<file path="src/rtl/bus_settle_pkg.sv">
// Shared types and constants for the bus settle receiver and its synchroniser.
package bus_settle_pkg;

   typedef enum logic [0:0] {
      STABLE   = 1'b0,
      SETTLING = 1'b1
   } state_t;

   localparam int unsigned GLITCH_W = 8;
   localparam logic [GLITCH_W-1:0] GLITCH_MAX = 8'hFF;

   // Ceiling log2, never below 1 so a counter always has at least one bit.
   function automatic int unsigned clog2(input int unsigned value);
      int unsigned width;
      width = 0;
      while ((1 << width) < value) begin
         width++;
      end
      return (width == 0) ? 1 : width;
   endfunction

endpackage

</file>
<file path="src/rtl/bus_sync_chain.sv">
// WIDTH x STAGES flop synchroniser; every stage resets asynchronously to RESET_VALUE.
module bus_sync_chain #(
   parameter int unsigned         WIDTH       = 8,
   parameter int unsigned         STAGES      = 2,
   parameter logic [WIDTH-1:0]    RESET_VALUE = '0
) (
   input  logic             clk_i,
   input  logic             rst_ni,
   input  logic [WIDTH-1:0] d_i,
   output logic [WIDTH-1:0] q_o
);

   logic [WIDTH-1:0] stage_q [STAGES];

   always_ff @(posedge clk_i or negedge rst_ni) begin
      if (!rst_ni) begin
         for (int i = 0; i < STAGES; i++) begin
            stage_q[i] <= RESET_VALUE;
         end
      end else begin
         stage_q[0] <= d_i;
         for (int i = 1; i < STAGES; i++) begin
            stage_q[i] <= stage_q[i-1];
         end
      end
   end

   assign q_o = stage_q[STAGES-1];

endmodule

</file>
<file path="src/rtl/bus_settle_receiver.sv">
// Synchronises and debounces an asynchronous bus; commits a value once it has been stable.
// Optional glitch counter is built only when BUS_SETTLE_GLITCH_COUNT_EN is defined.
module bus_settle_receiver
   import bus_settle_pkg::*;
#(
   parameter int unsigned      WIDTH         = 8,
   parameter int unsigned      SYNC_STAGES   = 2,
   parameter int unsigned      SETTLE_CYCLES = 4,
   parameter logic [WIDTH-1:0] RESET_VALUE   = '0
) (
   input  logic                CLK,
   input  logic                nRESET,
   input  logic [WIDTH-1:0]    I,
   output logic [WIDTH-1:0]    O,
   output logic                VALID,
   output logic                CHANGE,
   output logic [WIDTH-1:0]    RISE,
   output logic [WIDTH-1:0]    FALL,
   output logic [GLITCH_W-1:0] GLITCHES
);

   localparam int unsigned    CNT_W    = clog2(SETTLE_CYCLES + 1);
   localparam logic [CNT_W-1:0] CNT_LAST = CNT_W'(SETTLE_CYCLES - 1);

   logic [WIDTH-1:0] s;
   state_t           state_q, state_d;
   logic [WIDTH-1:0] o_q, o_d;
   logic [WIDTH-1:0] cand_q, cand_d;
   logic [CNT_W-1:0] cnt_q, cnt_d;
   logic             change_q, change_d;
   logic [WIDTH-1:0] rise_q, rise_d;
   logic [WIDTH-1:0] fall_q, fall_d;
   logic             commit;
   logic [WIDTH-1:0] commit_val;

   bus_sync_chain #(
      .WIDTH       (WIDTH),
      .STAGES      (SYNC_STAGES),
      .RESET_VALUE (RESET_VALUE)
   ) u_sync (
      .clk_i  (CLK),
      .rst_ni (nRESET),
      .d_i    (I),
      .q_o    (s)
   );

   always_comb begin
      state_d    = state_q;
      o_d        = o_q;
      cand_d     = cand_q;
      cnt_d      = cnt_q;
      change_d   = 1'b0;
      rise_d     = '0;
      fall_d     = '0;
      commit     = 1'b0;
      commit_val = s;

      unique case (state_q)
         STABLE: begin
            if (s != o_q) begin
               if (SETTLE_CYCLES == 1) begin
                  commit     = 1'b1;
                  commit_val = s;
               end else begin
                  cand_d  = s;
                  cnt_d   = CNT_W'(1);
                  state_d = SETTLING;
               end
            end
         end
         SETTLING: begin
            // Bounce back to the committed value is a rejected glitch.
            if (s == o_q) begin
               state_d = STABLE;
            end else if (s != cand_q) begin
               cand_d = s;
               cnt_d  = CNT_W'(1);
            end else if (cnt_q == CNT_LAST) begin
               commit     = 1'b1;
               commit_val = cand_q;
            end else begin
               cnt_d = cnt_q + 1'b1;
            end
         end
         default: state_d = STABLE;
      endcase

      if (commit) begin
         o_d      = commit_val;
         change_d = 1'b1;
         rise_d   = commit_val & ~o_q;
         fall_d   = ~commit_val & o_q;
         state_d  = STABLE;
      end
   end

   always_ff @(posedge CLK or negedge nRESET) begin
      if (!nRESET) begin
         state_q  <= STABLE;
         o_q      <= RESET_VALUE;
         cand_q   <= RESET_VALUE;
         cnt_q    <= '0;
         change_q <= 1'b0;
         rise_q   <= '0;
         fall_q   <= '0;
      end else begin
         state_q  <= state_d;
         o_q      <= o_d;
         cand_q   <= cand_d;
         cnt_q    <= cnt_d;
         change_q <= change_d;
         rise_q   <= rise_d;
         fall_q   <= fall_d;
      end
   end

`ifdef BUS_SETTLE_GLITCH_COUNT_EN
   logic                glitch_evt;
   logic [GLITCH_W-1:0] glitch_q;

   assign glitch_evt = (state_q == SETTLING) && (s == o_q);

   always_ff @(posedge CLK or negedge nRESET) begin
      if (!nRESET) begin
         glitch_q <= '0;
      end else if (glitch_evt && (glitch_q != GLITCH_MAX)) begin
         glitch_q <= glitch_q + 1'b1;
      end
   end

   assign GLITCHES = glitch_q;
`else
   assign GLITCHES = '0;
`endif

   assign O      = o_q;
   assign VALID  = (state_q == STABLE);
   assign CHANGE = change_q;
   assign RISE   = rise_q;
   assign FALL   = fall_q;

endmodule
</file>
<file path="config.mk">
export PLATFORM = sky130hd
export DESIGN_NAME = bus_settle_receiver
export DESIGN_NICKNAME = d
export VERILOG_FILES = /design/src/rtl/bus_settle_pkg.sv /design/src/rtl/bus_sync_chain.sv /design/src/rtl/bus_settle_receiver.sv
export SDC_FILE = /design/constraint.sdc
export NUM_CORES = 1
export LEC_CHECK = 0
export CAP_MARGIN = 20
export CORE_AREA = 3 3 69 71
export DETAILED_ROUTE_END_ITERATION = 8
export DIE_AREA = 0 0 72 74
export MAX_ROUTING_LAYER = met4
export PLACE_DENSITY = 0.81
export SLEW_MARGIN = 20
export SYNTH_ARGS = -nofsm -noshare
export SYNTH_HDL_FRONTEND = slang
export SYNTH_HIERARCHICAL = 1
export SYNTH_SLANG_ARGS = --single-unit
</file>
<file path="constraint.sdc">
create_clock -name CLK -period 2.5 [get_ports CLK]
set_input_delay 0.625 -clock CLK [delete_from_list [all_inputs] [get_ports CLK]]
set_output_delay 0.625 -clock CLK [all_outputs]
set_load 0.03 [all_outputs]
</file>
==> impl_metrics.csv, run 1 <==
group,metric,value,unit
run_status,status,"finished clean",
floorplanning,std_cell_rows,24,
clock_network,cts_hold_buf,0,
floorplanning,die_width,72,µm
floorplanning,core_area,0.00429,mm²
power,power.total,1.46,mW
synth,syn_area_per_cell,14.3,µm²
synth,synth_area,0.00209,mm²
global_route,grt_use_total,15.1,%
layout,fillers,344,
floorplanning,dieArea,0.00533,mm²
routing,drc_errors,0,
placed_design,port_buffers,35,
timing,rsz0062_at_grt,"no",
global_route,overflow,0,
synth,synth_async_sr_flop_share,100,%
critical_path,slowest_delay,710,ps
timing,hold_slack,355,ps
synth,synth-main-ff-cell,"dfrtp_1",
clock_network,cts_num_sinks,53,
timing,setup_viol,0,
critical_path,slowest_stage,"clkdlybuf4s50_1",
timing,report.final.slew_viol_count,0,
clock_network,cts_tree,"yes",
routing,drtIter0Drc,59,
timing,fmax,480,MHz
routing,dr.pass1.iters,4,
floorplanning,die_h,74,µm
critical_path,path_delay_family,"buffers and inverters",
clock_network,cts_buffers,5,
power,leakage,1.11,nW
timing,final-hold-violation-count,0,
synth,synth_cells,146,
routing,vias,1133,
critical_path,crit_path_cell_trace,"clkdlybuf4s50_1",
power,intPower,1.13,mW
layout,drive_above_1_share,16.8,%
synth,ys_seq_area_share,63.4,%
synth,synth_edf_count,0,
floorplanning,boundaryPins,44,
critical_path,path_max_fanout,5,
routing,wl_per_cell,15.1,µm
global_route,antenna_found_initial,0,
power,switchingPower,0.329,mW
timing,skew,4.69,ps
critical_path,path_buf_inv,1,
clock_network,cts_setup_buffers,0,
clock_network,htree_levels,2,
global_route,grt_max_degree,34,
flow_run,drv_cap,0,
clock_network,clk_path_buf_depth,2,
global_route,grt_pass1_vias,1219,
global_route,grt_pass1_wl,5830,µm
critical_path,critPathLaunchType,"register",
clock_network,clkLatencyLatePin,300,ps
power,powerDensity,584,mW/mm²
layout,area_growth,19.7,%
placed_design,dp_hpwl,2580,µm
clock_network,cts-root-buf,"clkbuf_8",
critical_path,endpoint_kind,"primary output",
clock_network,cts-resized-gates,0,
power,peakVddDrop,0.000465,V
layout,antenna_cells,0,
layout,finalNetCount,191,
synth,ys_ff_latch,53,
timing,slew_headroom,51.2,%
routing,wirelength,3480,µm
power,pwr-share-seq,61.4,%
timing,tns,0,ps
placed_design,gp_congestion,0.785,
routing,ant_nets,0,
synth,yosys_warnings,6,
worst_hold_path,min_path_type,"reg2reg",
floorplanning,start_util,48.7,%
synth,synth.distinct_cells,22,
routing,vias_per_cell,4.90,
critical_path,critPathRequiredTime,1880,ps
power,sw_frac_of_total,22.5,%
timing,fin_crit,2080,ps
clock_network,clkTransAtPathRegs,90,ps
critical_path,setup.worst_path.class,"reg2out",
timing,fin_crit_sh,83.3,%
power,clkPwrFrac,32.4,%
timing,worst_slew_pin_slew,732,ps
power,p_comb_share,6.2,%
critical_path,cp.arrival,1460,ps
==> through the flow <==
| step | instances | setup slack (ps) | cell area (µm²) | util (%) |
|---|---|---|---|---|
| 6_report | 231 | 418 | 2500 | 58.3 |
| 2_1_floorplan | 153 | 762 | 2120 | - |
| 4_1_cts | 231 | 272 | 2500 | 58.2 |
| 3_5_place_dp | 224 | 285 | 2410 | 56.1 |
| 3_3_place_gp | 224 | 375 | 2410 | 56.1 |
| 5_1_grt | 231 | 360 | 2500 | 58.3 |
==> final cells by class <==
cell class	count	area, µm²	share of cell area [%]
clock inverter	1	7.51	0.300
tap	52	65.1	2.60
clock buffer	6	82.6	3.30
inverter	5	18.8	0.749
multi-input combinational	77	644	25.7
sequential	53	1330	52.9
timing repair buffer	37	360	14.4
==> layout by cell type, fill, tap and decap left out, types with 2 or more instances in the layout <==
| cell type | instances |
|---|---|
| xnor2_1 | 16 |
| buf_4 | 2 |
| ha_1 | 2 |
| a22o_1 | 2 |
| clkdlybuf4s50_1 | 34 |
| nand4_1 | 2 |
| clkbuf_8 | 6 |
| mux2_2 | 13 |
| conb_1 | 8 |
| nor3b_1 | 17 |
| mux2_4 | 3 |
| nand3_1 | 3 |
| inv_1 | 5 |
| dfrtp_1 | 53 |
| nand2_1 | 4 |
==> power by group through the flow <==
| stage | Clock [mW] | Sequential (mW) | Combinational [mW] |
|---|---|---|---|
| finish | 0.474 | 0.897 | 0.0912 |
| global route | 0.531 | 0.901 | 0.0996 |
| CTS | 0.493 | 0.898 | 0.0918 |
| detailed placement | 0 | 0.915 | 0.0913 |
| global placement | 0 | 0.912 | 0.0881 |
| floorplan | 0 | 0.905 | 0.0760 |
==> cell usage after synthesis, types with 2 or more instances <==
cell / n / area, µm²
dfrtp_1: 53 / 1330
ha_1: 2 / 25.0
a22o_1: 2 / 17.5
mux2_2: 13 / 146
nor3b_1: 17 / 128
inv_1: 5 / 18.8
nand4_1: 2 / 12.5
mux2_4: 3 / 45.0
xnor2_1: 16 / 140
nand3_1: 3 / 15.0
buf_4: 16 / 120
nand2_1: 4 / 15.0
==> flip-flops by register name, indices dropped and copies added, names as in the netlist <==
name / cells
O: 8
state_q: 1
RISE: 8
CHANGE: 1
u_sync/stage_q: 8
cnt_q: 3
u_sync/q_o: 8
cand_q: 8
FALL: 8
==> worst paths after layout <==
check | slack (ps) | start | cells after the start | end
min in group asynchronous | 380 | nRESET | 1 | state_q
worst max-delay path | 420 | O[1] | 1 | O[1]
worst min-delay path | 350 | u_sync/stage_q[11] | 0 | u_sync/q_o[3]
max in group asynchronous | 1490 | nRESET | 2 | u_sync/q_o[1]
worst max register to register | 530 | O[1] | 4 | O[3]
worst min register to register | 350 | u_sync/stage_q[11] | 0 | u_sync/q_o[3]
==> metal layers <==
metal  share of wire (%)  global-route usage [%]
met4                 1.6                    3.97
met1                  40                    17.9
met3                 5.2                    5.00
met2                  53                    25.1
met5                   0                       -
==> cells by family (layout without fill, tap and decap cells) <==
logic type / Yosys count / in the layout / synth area share, %
mux: 17 / 17 / 9.63
xor+xnor: 16 / 16 / 6.70
simple gates: 31 / 31 / 10.2
flops: 53 / 53 / 63.4
fa+ha+maj: 2 / 2 / 1.20
compound gates: 3 / 3 / 1.26
other cells: 1 / 8 / 0.179
buf+inv: 23 / 49 / 7.42
No activity file was read; power rests on OpenSTA's default activity.
==> run 2, diff against run 1 <==
==> constraint.sdc (replaced) <==
create_clock -name CLK -period 2 [get_ports CLK]
set_input_delay 0.5 -clock CLK [delete_from_list [all_inputs] [get_ports CLK]]
set_output_delay 0.5 -clock CLK [all_outputs]
set_load 0.03 [all_outputs]
==> impl_metrics.csv, run 2 (same netlist as run 1, synthesis figures left out) <==
group,metric,value,unit
timing,fin_crit,1950,ps
layout,final_cell_mix,"dfrtp_1, clkdlybuf4s50_1, nor3b_1, buf_4, xnor2_1",
clock_network,cts-root-buf,"clkbuf_8",
timing,slew_headroom,62.8,%
clock_network,cts_tree,"yes",
worst_hold_path,min_path_type,"in2async",
routing,dr.pass1.iters,4,
layout,antenna_cells,0,
floorplanning,die_h,74,µm
floorplanning,std_cell_rows,24,
timing,final-hold-violation-count,0,
global_route,overflow,0,
routing,drtIter0Drc,41,
placed_design,placed_cells,238,
power,leakage,1.35,nW
timing,fin_crit_sh,97.5,%
critical_path,setup.worst_path.class,"reg2out",
timing,fmax,513,MHz
global_route,antenna_found_initial,0,
clock_network,clkTransAtPathRegs,90,ps
timing,tns,0,ps
critical_path,slowest_delay,660,ps
floorplanning,dieArea,0.00533,mm²
floorplanning,core_area,0.00429,mm²
routing,vias_per_cell,4.86,
placed_design,gp_congestion,0.748,
layout,finalNetCount,208,
critical_path,path_max_fanout,3,
global_route,grt_use_total,14.5,%
global_route,grt_pass1_wl,5580,µm
placed_design,dp_hpwl,2390,µm
timing,rsz0062_at_grt,"no",
routing,drc_errors,0,
critical_path,critPathLaunchType,"register",
layout,drive_above_1_share,26.4,%
routing,vias,1210,
clock_network,cts_buffers,5,
placed_design,port_buffers,35,
clock_network,clkLatencyLatePin,310,ps
critical_path,cp.arrival,1450,ps
critical_path,slowest_stage,"clkdlybuf4s50_1",
critical_path,crit_path_cell_trace,"inv_1 > clkdlybuf4s50_1",
critical_path,endpoint_kind,"primary output",
routing,wirelength,3570,µm
flow_run,drv_cap,0,
critical_path,reg2regPathDepth,7,
clock_network,cts_num_sinks,53,
timing,report.final.slew_viol_count,0,
global_route,grt_max_degree,35,
floorplanning,start_util,48.7,%
critical_path,reg2reg_slack,100,ps
floorplanning,die_width,72,µm
clock_network,cts_hold_buf,0,
layout,final_cells,249,
layout,area_growth,30.3,%
floorplanning,boundaryPins,44,
timing,worst_slew_pin_slew,557,ps
clock_network,htree_levels,2,
run_status,status,"finished clean",
clock_network,clk_path_buf_depth,2,
critical_path,critPathRequiredTime,1500,ps
critical_path,reg2reg_from,"u_sync/q_o[4]",
layout,final_common_cell,"dfrtp_1",
layout,finalInstanceArea,0.00273,mm²
routing,ant_nets,0,
routing,wl_per_cell,14.3,µm
critical_path,r2r_end,"O[2]",
power,powerDensity,765,mW/mm²
placed_design,placed_cell_area,0.00252,mm²
timing,skew,8.20,ps
power,peakVddDrop,0.000490,V
global_route,grt_pass1_vias,1213,
timing,setup_viol,0,
-- run 2: cell types whose count changed in the layout (fill, tap and decap cells not counted), sizes merged, moves of 2 or more --
cell	change
dlymetal6s2s	+6
bufinv	+2
buf	+15
dlygate4sd2	+2
clkdlybuf4s50	-8
o21ai	+2
-- run 2: what timing repair did --
action,CTS,global route
resized for setup,3,10
buffers inserted,0,1
endpoints found under the setup margin,12,27
gates cloned,0,2
pin swaps,0,2
-- run 2: how the worst max path moves through the flow --
stage | slack, ps | startpoint | to | cells after the start
2_1_floorplan | 260 | O[0] | O[0] | 5
3_3_place_gp | -90 | u_sync/q_o[2] | O[5] | 4
3_5_place_dp | -170 | u_sync/q_o[2] | O[5] | 4
4_1_cts | 2 | O[0] | O[0] | 2
5_1_grt | 3 | O[1] | O[5] | 4
6_report | 50 | state_q | VALID | 2
-- run 2: metal layers --
| layer | part of all wire, % | global-route usage, % | wire [µm] | vias to the layer above |
|---|---|---|---|---|
| met5 | 0 | - | 0 | - |
| met4 | 2.1 | 7.52 | 75 | 0 |
| met3 | 5.4 | 2.84 | 192 | 7 |
| met2 | 51 | 23.8 | 1820 | 42 |
| met1 | 41 | 17.2 | 1480 | 593 |
| li1 | - | - | - | 568 |
-- run 2: area by class of cell --
type / count / area, µm²
fillers: 321 / 1570
flip-flops and latches: 53 / 1330
multi-input cells: 79 / 683
repair buffers: 52 / 498
clock buffers: 5 / 68.8
clock inverters: 3 / 65.1
well taps: 52 / 65.1
inverters: 5 / 18.8
-- run 2: critical path, delay by kind of cell (launching register included) --
| kind | cells | cell delay, ps |
|---|---|---|
| flip-flops | 1 | 420 |
| buffers and inverters | 2 | 730 |
-- run 2: through the flow --
step	hold slack, ps	worst slack (ps)	util (%)	total power, mW
floorplan	204	262	-	1.23
global placement	332	-87.6	58.8	1.26
detailed placement	335	-169	58.8	1.27
CTS	142	2.25	62.0	2.11
global route	160	3.02	63.5	2.17
finish	139	49.2	63.5	2.08
-- run 2: power by group --
part           internal (mW)  switching (mW)  total (mW)
clock                  0.497           0.336       0.832
combinational         0.0588          0.0747       0.133
sequential              1.10          0.0223        1.12
total                   1.65           0.433        2.08
